`config.mk`:
```
export PLATFORM = sky130hd
export DESIGN_NAME = spi_slave_rx_flat
export DESIGN_NICKNAME = d
export VERILOG_FILES = /design/src/rtl/spi_slave_rx_if.sv /design/src/rtl/spi_slave_rx.sv /design/src/flat_wrapper.sv
export SDC_FILE = /design/constraint.sdc
export NUM_CORES = 1
export LEC_CHECK = 0
export ABC_AREA = 1
export BUFFER_PORTS_ARGS = -buffer_cell sky130_fd_sc_hd__buf_2
export CAP_MARGIN = 20
export CORE_UTILIZATION = 45
export DETAILED_ROUTE_END_ITERATION = 7
export GPL_TIMING_DRIVEN = 0
export PLACE_DENSITY_LB_ADDON = 0.15
export SKIP_CTS_REPAIR_TIMING = 1
export SKIP_LAST_GASP = 1
export SYNTH_ARGS = -nofsm -noshare
export SYNTH_HDL_FRONTEND = slang
export SYNTH_SLANG_ARGS = --single-unit
```
`constraint.sdc`:
```
create_clock -name CLK -period 2.5 [get_ports CLK]
set_input_delay 0.25 -clock CLK [delete_from_list [all_inputs] [get_ports CLK]]
set_output_delay 0.25 -clock CLK [all_outputs]
set_load 0.05 [all_outputs]
```
`src/rtl/spi_slave_rx_if.sv`:
```
// rtl/spi_slave_rx_if.sv - receive-side byte handshake between spi_slave_rx and its consumer
//
// Purpose: bundles the byte holding register outputs, status pulses and the
//          consumer acknowledge.
// Signals:
//   RX_ACK     consumer -> rx   acknowledge, clears RX_VALID
//   RX_DATA    rx -> consumer   last completed byte
//   RX_VALID   rx -> consumer   unacknowledged byte present
//   RX_OVR     rx -> consumer   one-cycle overrun pulse
//   FRAME_ERR  rx -> consumer   one-cycle partial-byte pulse
//   BUSY       rx -> consumer   receiver inside a frame
// Modports: slave = receiver side, master = consumer side.

interface spi_slave_rx_if #(
    parameter int DATA_W = 8
);
    logic              RX_ACK;
    logic [DATA_W-1:0] RX_DATA;
    logic              RX_VALID;
    logic              RX_OVR;
    logic              FRAME_ERR;
    logic              BUSY;

    modport slave (
        input  RX_ACK,
        output RX_DATA,
        output RX_VALID,
        output RX_OVR,
        output FRAME_ERR,
        output BUSY
    );

    modport master (
        output RX_ACK,
        input  RX_DATA,
        input  RX_VALID,
        input  RX_OVR,
        input  FRAME_ERR,
        input  BUSY
    );
endinterface

```
`src/rtl/spi_slave_rx.sv`:
```
// rtl/spi_slave_rx.sv - oversampling SPI responder, receive path only
//
// Purpose: synchronises SCLK/CS/SDI into CLK, reassembles MSB-first bytes on
//          SCLK rising edges inside a CS-low frame and presents them through a
//          valid/ack holding register with overrun and framing-error pulses.
// Ports:
//   CLK   system clock, rising edge
//   RST   synchronous active-high reset
//   SCLK  external SPI clock (idle high, asynchronous)
//   CS    external chip select (active low, asynchronous)
//   SDI   external serial data (asynchronous)
//   rx    byte handshake interface (slave modport)

module spi_slave_rx #(
    parameter int SYNC_STAGES = 2,
    parameter int DATA_W      = 8
) (
    input  logic          CLK,
    input  logic          RST,
    input  logic          SCLK,
    input  logic          CS,
    input  logic          SDI,
    spi_slave_rx_if.slave rx
);

    localparam int          CNT_W      = $clog2(DATA_W);
    localparam logic [2:0]  SETTLE_MAX = 3'(SYNC_STAGES);

    typedef enum logic [1:0] {
        ST_ARM  = 2'd0,
        ST_IDLE = 2'd1,
        ST_RECV = 2'd2
    } state_t;

    // ------------------------------------------------------------------
    // Input synchronisers. All reset to the link idle level so a reset
    // never manufactures an edge.
    // ------------------------------------------------------------------
    logic [SYNC_STAGES-1:0] sclk_sync;
    logic [SYNC_STAGES-1:0] cs_sync;
    logic [SYNC_STAGES-1:0] sdi_sync;
    logic                   sclk_hist;

    always_ff @(posedge CLK) begin
        if (RST) begin
            sclk_sync <= '1;
            cs_sync   <= '1;
            sdi_sync  <= '1;
            sclk_hist <= 1'b1;
        end else begin
            sclk_sync <= {sclk_sync[SYNC_STAGES-2:0], SCLK};
            cs_sync   <= {cs_sync[SYNC_STAGES-2:0], CS};
            sdi_sync  <= {sdi_sync[SYNC_STAGES-2:0], SDI};
            sclk_hist <= sclk_sync[SYNC_STAGES-1];
        end
    end

    logic sclk_s, cs_s, sdi_s, rise_evt;
    assign sclk_s   = sclk_sync[SYNC_STAGES-1];
    assign cs_s     = cs_sync[SYNC_STAGES-1];
    assign sdi_s    = sdi_sync[SYNC_STAGES-1];
    assign rise_evt = sclk_s & ~sclk_hist;

    // The synchroniser output reads the forced idle level for SYNC_STAGES
    // cycles after reset. Arm must not treat that as a real CS high, or a
    // reset in the middle of a frame would rejoin that frame mid-byte.
    logic [2:0] settle_cnt;
    logic       settled;
    assign settled = (settle_cnt == SETTLE_MAX);

    always_ff @(posedge CLK) begin
        if (RST) begin
            settle_cnt <= 3'd0;
        end else if (!settled) begin
            settle_cnt <= settle_cnt + 3'd1;
        end
    end

    // ------------------------------------------------------------------
    // Frame state machine
    // ------------------------------------------------------------------
    state_t             state, state_nxt;
    logic [CNT_W-1:0]   bit_cnt;
    logic [DATA_W-1:0]  shift_reg;
    logic [DATA_W-1:0]  shift_next;
    logic               do_shift, do_clear, frame_err_nxt, busy;
    logic               byte_done;

    always_ff @(posedge CLK) begin
        if (RST) begin
            state <= ST_ARM;
        end else begin
            state <= state_nxt;
        end
    end

    always_comb begin
        state_nxt     = state;
        do_shift      = 1'b0;
        do_clear      = 1'b0;
        frame_err_nxt = 1'b0;
        busy          = 1'b0;
        case (state)
            ST_ARM: begin
                if (settled && cs_s) begin
                    state_nxt = ST_IDLE;
                end
            end
            ST_IDLE: begin
                if (!cs_s) begin
                    state_nxt = ST_RECV;
                    do_clear  = 1'b1;
                end
            end
            ST_RECV: begin
                busy = 1'b1;
                // CS release takes priority over a coincident SCLK edge.
                if (cs_s) begin
                    state_nxt     = ST_IDLE;
                    do_clear      = 1'b1;
                    frame_err_nxt = (bit_cnt != '0);
                end else if (rise_evt) begin
                    do_shift = 1'b1;
                end
            end
            default: begin
                state_nxt = ST_ARM;
            end
        endcase
    end

    assign shift_next = {shift_reg[DATA_W-2:0], sdi_s};
    assign byte_done  = do_shift && (bit_cnt == CNT_W'(DATA_W - 1));

    // ------------------------------------------------------------------
    // Datapath and holding register
    // ------------------------------------------------------------------
    logic [DATA_W-1:0] rx_data_q;
    logic              rx_valid_q, rx_ovr_q, frame_err_q;

    always_ff @(posedge CLK) begin
        if (RST) begin
            bit_cnt     <= '0;
            shift_reg   <= '0;
            rx_data_q   <= '0;
            rx_valid_q  <= 1'b0;
            rx_ovr_q    <= 1'b0;
            frame_err_q <= 1'b0;
        end else begin
            rx_ovr_q    <= 1'b0;
            frame_err_q <= frame_err_nxt;

            if (do_clear) begin
                bit_cnt   <= '0;
                shift_reg <= '0;
            end else if (do_shift) begin
                shift_reg <= shift_next;
                bit_cnt   <= byte_done ? '0 : bit_cnt + CNT_W'(1);
            end

            // A completion coinciding with an ack hands over the new byte
            // cleanly; only an unacknowledged old byte counts as overrun.
            if (byte_done) begin
                rx_data_q  <= shift_next;
                rx_valid_q <= 1'b1;
                rx_ovr_q   <= rx_valid_q & ~rx.RX_ACK;
            end else if (rx.RX_ACK && rx_valid_q) begin
                rx_valid_q <= 1'b0;
            end
        end
    end

    assign rx.RX_DATA   = rx_data_q;
    assign rx.RX_VALID  = rx_valid_q;
    assign rx.RX_OVR    = rx_ovr_q;
    assign rx.FRAME_ERR = frame_err_q;
    assign rx.BUSY      = busy;

endmodule

```
`src/flat_wrapper.sv`:
```
// flat-port wrapper written by rule: the top's interface ports become plain ports
module spi_slave_rx_flat 
#(
    parameter int SYNC_STAGES = 2,
    parameter int DATA_W      = 8
)
  (CLK, RST, SCLK, CS, SDI, rx_RX_ACK, rx_RX_DATA, rx_RX_VALID, rx_RX_OVR, rx_FRAME_ERR, rx_BUSY);
  spi_slave_rx_if #(.DATA_W(DATA_W)) rx_i ();
  input  logic CLK;
  input  logic RST;
  input  logic SCLK;
  input  logic CS;
  input  logic SDI;
  input wire logic [$bits(rx_i.RX_ACK)-1:0] rx_RX_ACK;
  output wire logic [$bits(rx_i.RX_DATA)-1:0] rx_RX_DATA;
  output wire logic [$bits(rx_i.RX_VALID)-1:0] rx_RX_VALID;
  output wire logic [$bits(rx_i.RX_OVR)-1:0] rx_RX_OVR;
  output wire logic [$bits(rx_i.FRAME_ERR)-1:0] rx_FRAME_ERR;
  output wire logic [$bits(rx_i.BUSY)-1:0] rx_BUSY;
  assign rx_i.RX_ACK = rx_RX_ACK;
  assign rx_RX_DATA = rx_i.RX_DATA;
  assign rx_RX_VALID = rx_i.RX_VALID;
  assign rx_RX_OVR = rx_i.RX_OVR;
  assign rx_FRAME_ERR = rx_i.FRAME_ERR;
  assign rx_BUSY = rx_i.BUSY;
  spi_slave_rx #(.SYNC_STAGES(SYNC_STAGES), .DATA_W(DATA_W)) u_core (.CLK(CLK), .RST(RST), .SCLK(SCLK), .CS(CS), .SDI(SDI), .rx(rx_i));
endmodule
```
==> metrics.md <==
| Metric | Value |
|---|---|
| CP Launch Type | `register` |
| Inst Count DP | `204` |
| HP Class | `input pin to register` |
| Row count | `19` |
| CTS Buf Count | `5` |
| Worst-Skew Late Latency | `~320 ps` |
| CP endpoint kind | `output port` |
| Grt total ovfl | `0` |
| Crit path max fanout | `3` |
| DRT antenna net count | `0` |
| GPL Wtd Cong | `between 0.7 and 0.8` |
| Max-cap violations | `0` |
| Clock Pin Slew Worst Setup and Hold Paths | `90 ps` |
| Largest family of logic cells by synthesized area | `simple AND/OR/NAND/NOR gates` |
| Hold Vio Cnt, Final | `0` |
| Worst-Margin Slew | `400.2 ps` |
| Routed vias/inst | `4.981` |
| Clock Skew | `6.689 ps` |
| Syn Area/Cell | `8.710 um^2` |
| TritonRoute pass-1 iters | `6` |
| Initial antenna violation count | `0` |
| Total track usage | `roughly 17%` |
| Sum Neg Setup Slack | `0 ps` |
| Synth warn | `0` |
| PwrDens | `627.2 nW/um^2` |
| RSZ-0062 raised after global routing | `false` |
| Final Non-Filler Cells | `approximately 210` |
| Cell area after synthesis | `1359 um^2` |
| Metal2 WL | `1105 um` |
| Vias | `1051` |
| Critical Path Start | `u_core.state[1]` |
| P_leak | `0.7076 nW` |
| Worst Hold Slack | `about 100 ps` |
| Final setup vio count | `0` |
| Post-synthesis xor/xnor area fraction | `0.6446%` |
| Largest net degree at the start of global routing | `11` |
| Fill cells | `274` |
| Average wire per cell in the routed design | `10.92 um` |
| Core region area | `2805 um^2` |
| Met1 WL | `1037 um` |
| Yosys cell types | `26` |
| Root Buffer | `clkbuf_4` |
| Sink Count | `33` |
| Placement Setup Slack | `1172 ps` |
| First-pass GRT wire length | `4119 um` |
| Post-synthesis sequential area ratio | `48.62%` |
| Initial Utilization | `48.44%` |
| Minimum clock period | `1489 ps` |
| HPWL after DPL | `1660 um` |
| FF+latch count, synth | `33` |
| Fraction of the mapped netlist area in simple logic gates | `31.40%` |
| Most frequent cells in the layout | `nand2_1, dfxtp_1, buf_2` |
| CTS H-tree depth | `2` |
| Multi-input logic area | `595.6 um^2` |
| Initial DRC Count | `34` |
| Input/output buffers | `17` |
| Final period util | `about three fifths` |
| Clock tree buffer depth | `2` |
| Hold path startpoint | `CS` |
| Multiplexer area fraction after synthesis | `0%` |
| # DRC | `6` |
| Relative slew margins | `73.32%` |
| Vias in the first global route | `951` |
| Worst Slack Setup Final | `about 1000 ps` |
| Chip Width | `56.95 um` |
| Max reg flops | `8` |
| Pins Over Slew Limit | `0` |
| Layout cells sized above 1 | `24.44%` |
| VDD IR-drop max | `roughly 0.34 mV` |
| Fin nets | `~190` |
| RR Startpoint | `u_core.bit_cnt[0]` |
| Syn_nets | `around 170` |
| # diodes | `0` |
| Critical path arrival | `around 1200 ps` |
| Ports | `18` |
| Status | `finished, violations left` |
| Die Ht | `about 57 um` |
| Wirelength, routed | `2305 um` |
| Failing checks | `DRC` |
| Worst EP required | `2250 ps` |
| Fraction of the mapped netlist area in adder cells | `under 10%` |
| Sequential cell area | `660.6 um^2` |
| CTS tree | `done` |
| Commonest non-fill, non-tap cell in the layout | `nand2_1` |
| DR WL met3 | `109 um` |
| Compound-cell area share of the yosys netlist | `under 10%` |
| Gate count of the mapped netlist | `156` |
| Achievable clock frequency | `0.6717 GHz` |
| Layout area overhead | `13.17%` |
| Top routing layer used | `met4` |
| Setup CP Type | `register to output port` |
| Die Area | `3243 um^2` |
-- metrics by stage --
stage / utilization (%) / power [mW] / instance area [um^2]
finish: 54.82 / 0.9645 / 1538
global route: 54.82 / 1.017 / 1538
CTS: 54.82 / 0.9783 / 1538
detailed placement: 52.85 / 0.6807 / 1483
global placement: 52.85 / 0.6719 / 1483
floorplan: - / 0.6559 / 1359
-- cell usage after synthesis --
cell type | instances | area [um^2]
nor2_8 | 2 | 40.04
o21ai_0 | 1 | 5.000
nor2_1 | 8 | 30.03
nand3_2 | 1 | 10.01
inv_2 | 6 | 22.52
nand3_4 | 2 | 35.03
o21ai_1 | 2 | 10.01
a211oi_1 | 2 | 15.01
xnor2_1 | 1 | 8.760
clkbuf_1 | 1 | 3.750
buf_2 | 1 | 5.000
nand2_2 | 3 | 18.77
dfxtp_1 | 33 | 660.6
ha_1 | 5 | 62.56
buf_8 | 1 | 15.01
nand4_1 | 8 | 50.05
nor3_1 | 2 | 10.01
buf_1 | 1 | 3.750
a21oi_2 | 2 | 17.52
a21oi_1 | 10 | 50.05
nand3_1 | 6 | 30.03
or2_1 | 6 | 37.54
nor2_4 | 1 | 11.26
nand2_4 | 2 | 22.52
nand2_1 | 35 | 131.4
inv_1 | 14 | 52.55
-- power breakdown --
part / internal (mW) / total, mW / switching (mW)
Clock: 0.133 / 0.298 / 0.166
Combinational: 0.0359 / 0.0921 / 0.0561
Sequential: 0.551 / 0.574 / 0.0228
-- cells by family after synthesis --
logic type	Yosys count
buffers and inverters	24
AOI/OAI and AO/OA	17
DFF	33
and+or+nand+nor	76
adders and majority gates	5
xor gates and xnor gates	1
-- area by class of cell --
type                    count  area share (%)
inverters                  20           4.882
multi-input cells          99           38.73
well taps                  31           2.522
flip-flops and latches     33           42.96
plain buffers               4           1.790
clock buffers               7           3.580
repair buffers             17           5.533
-- final timing paths --
| path | endpoint | slack [ps] | cells past startpoint |
|---|---|---|---|
| setup / recovery | rx_BUSY | 1010 | 3 |
| hold / removal | u_core.cs_sync[0] | 100 | 2 |
| hold reg to reg | u_core.cs_sync[1] | 420 | 1 |
| setup reg to reg | u_core.rx.RX_OVR | 1140 | 5 |
-- worst max-delay path: stages, from the launching register on --
cell and delay, ps:
dfxtp_1 430, inv_2 70, nor2_1 120, buf_2 290
-- layer usage --
metal	global-route usage, %	up-vias
met5	0	-
met1	19.08	478
li1	-	544
met4	9.059	0
met2	27.73	23
met3	6.122	6
Power figures use the tool's default switching activity.
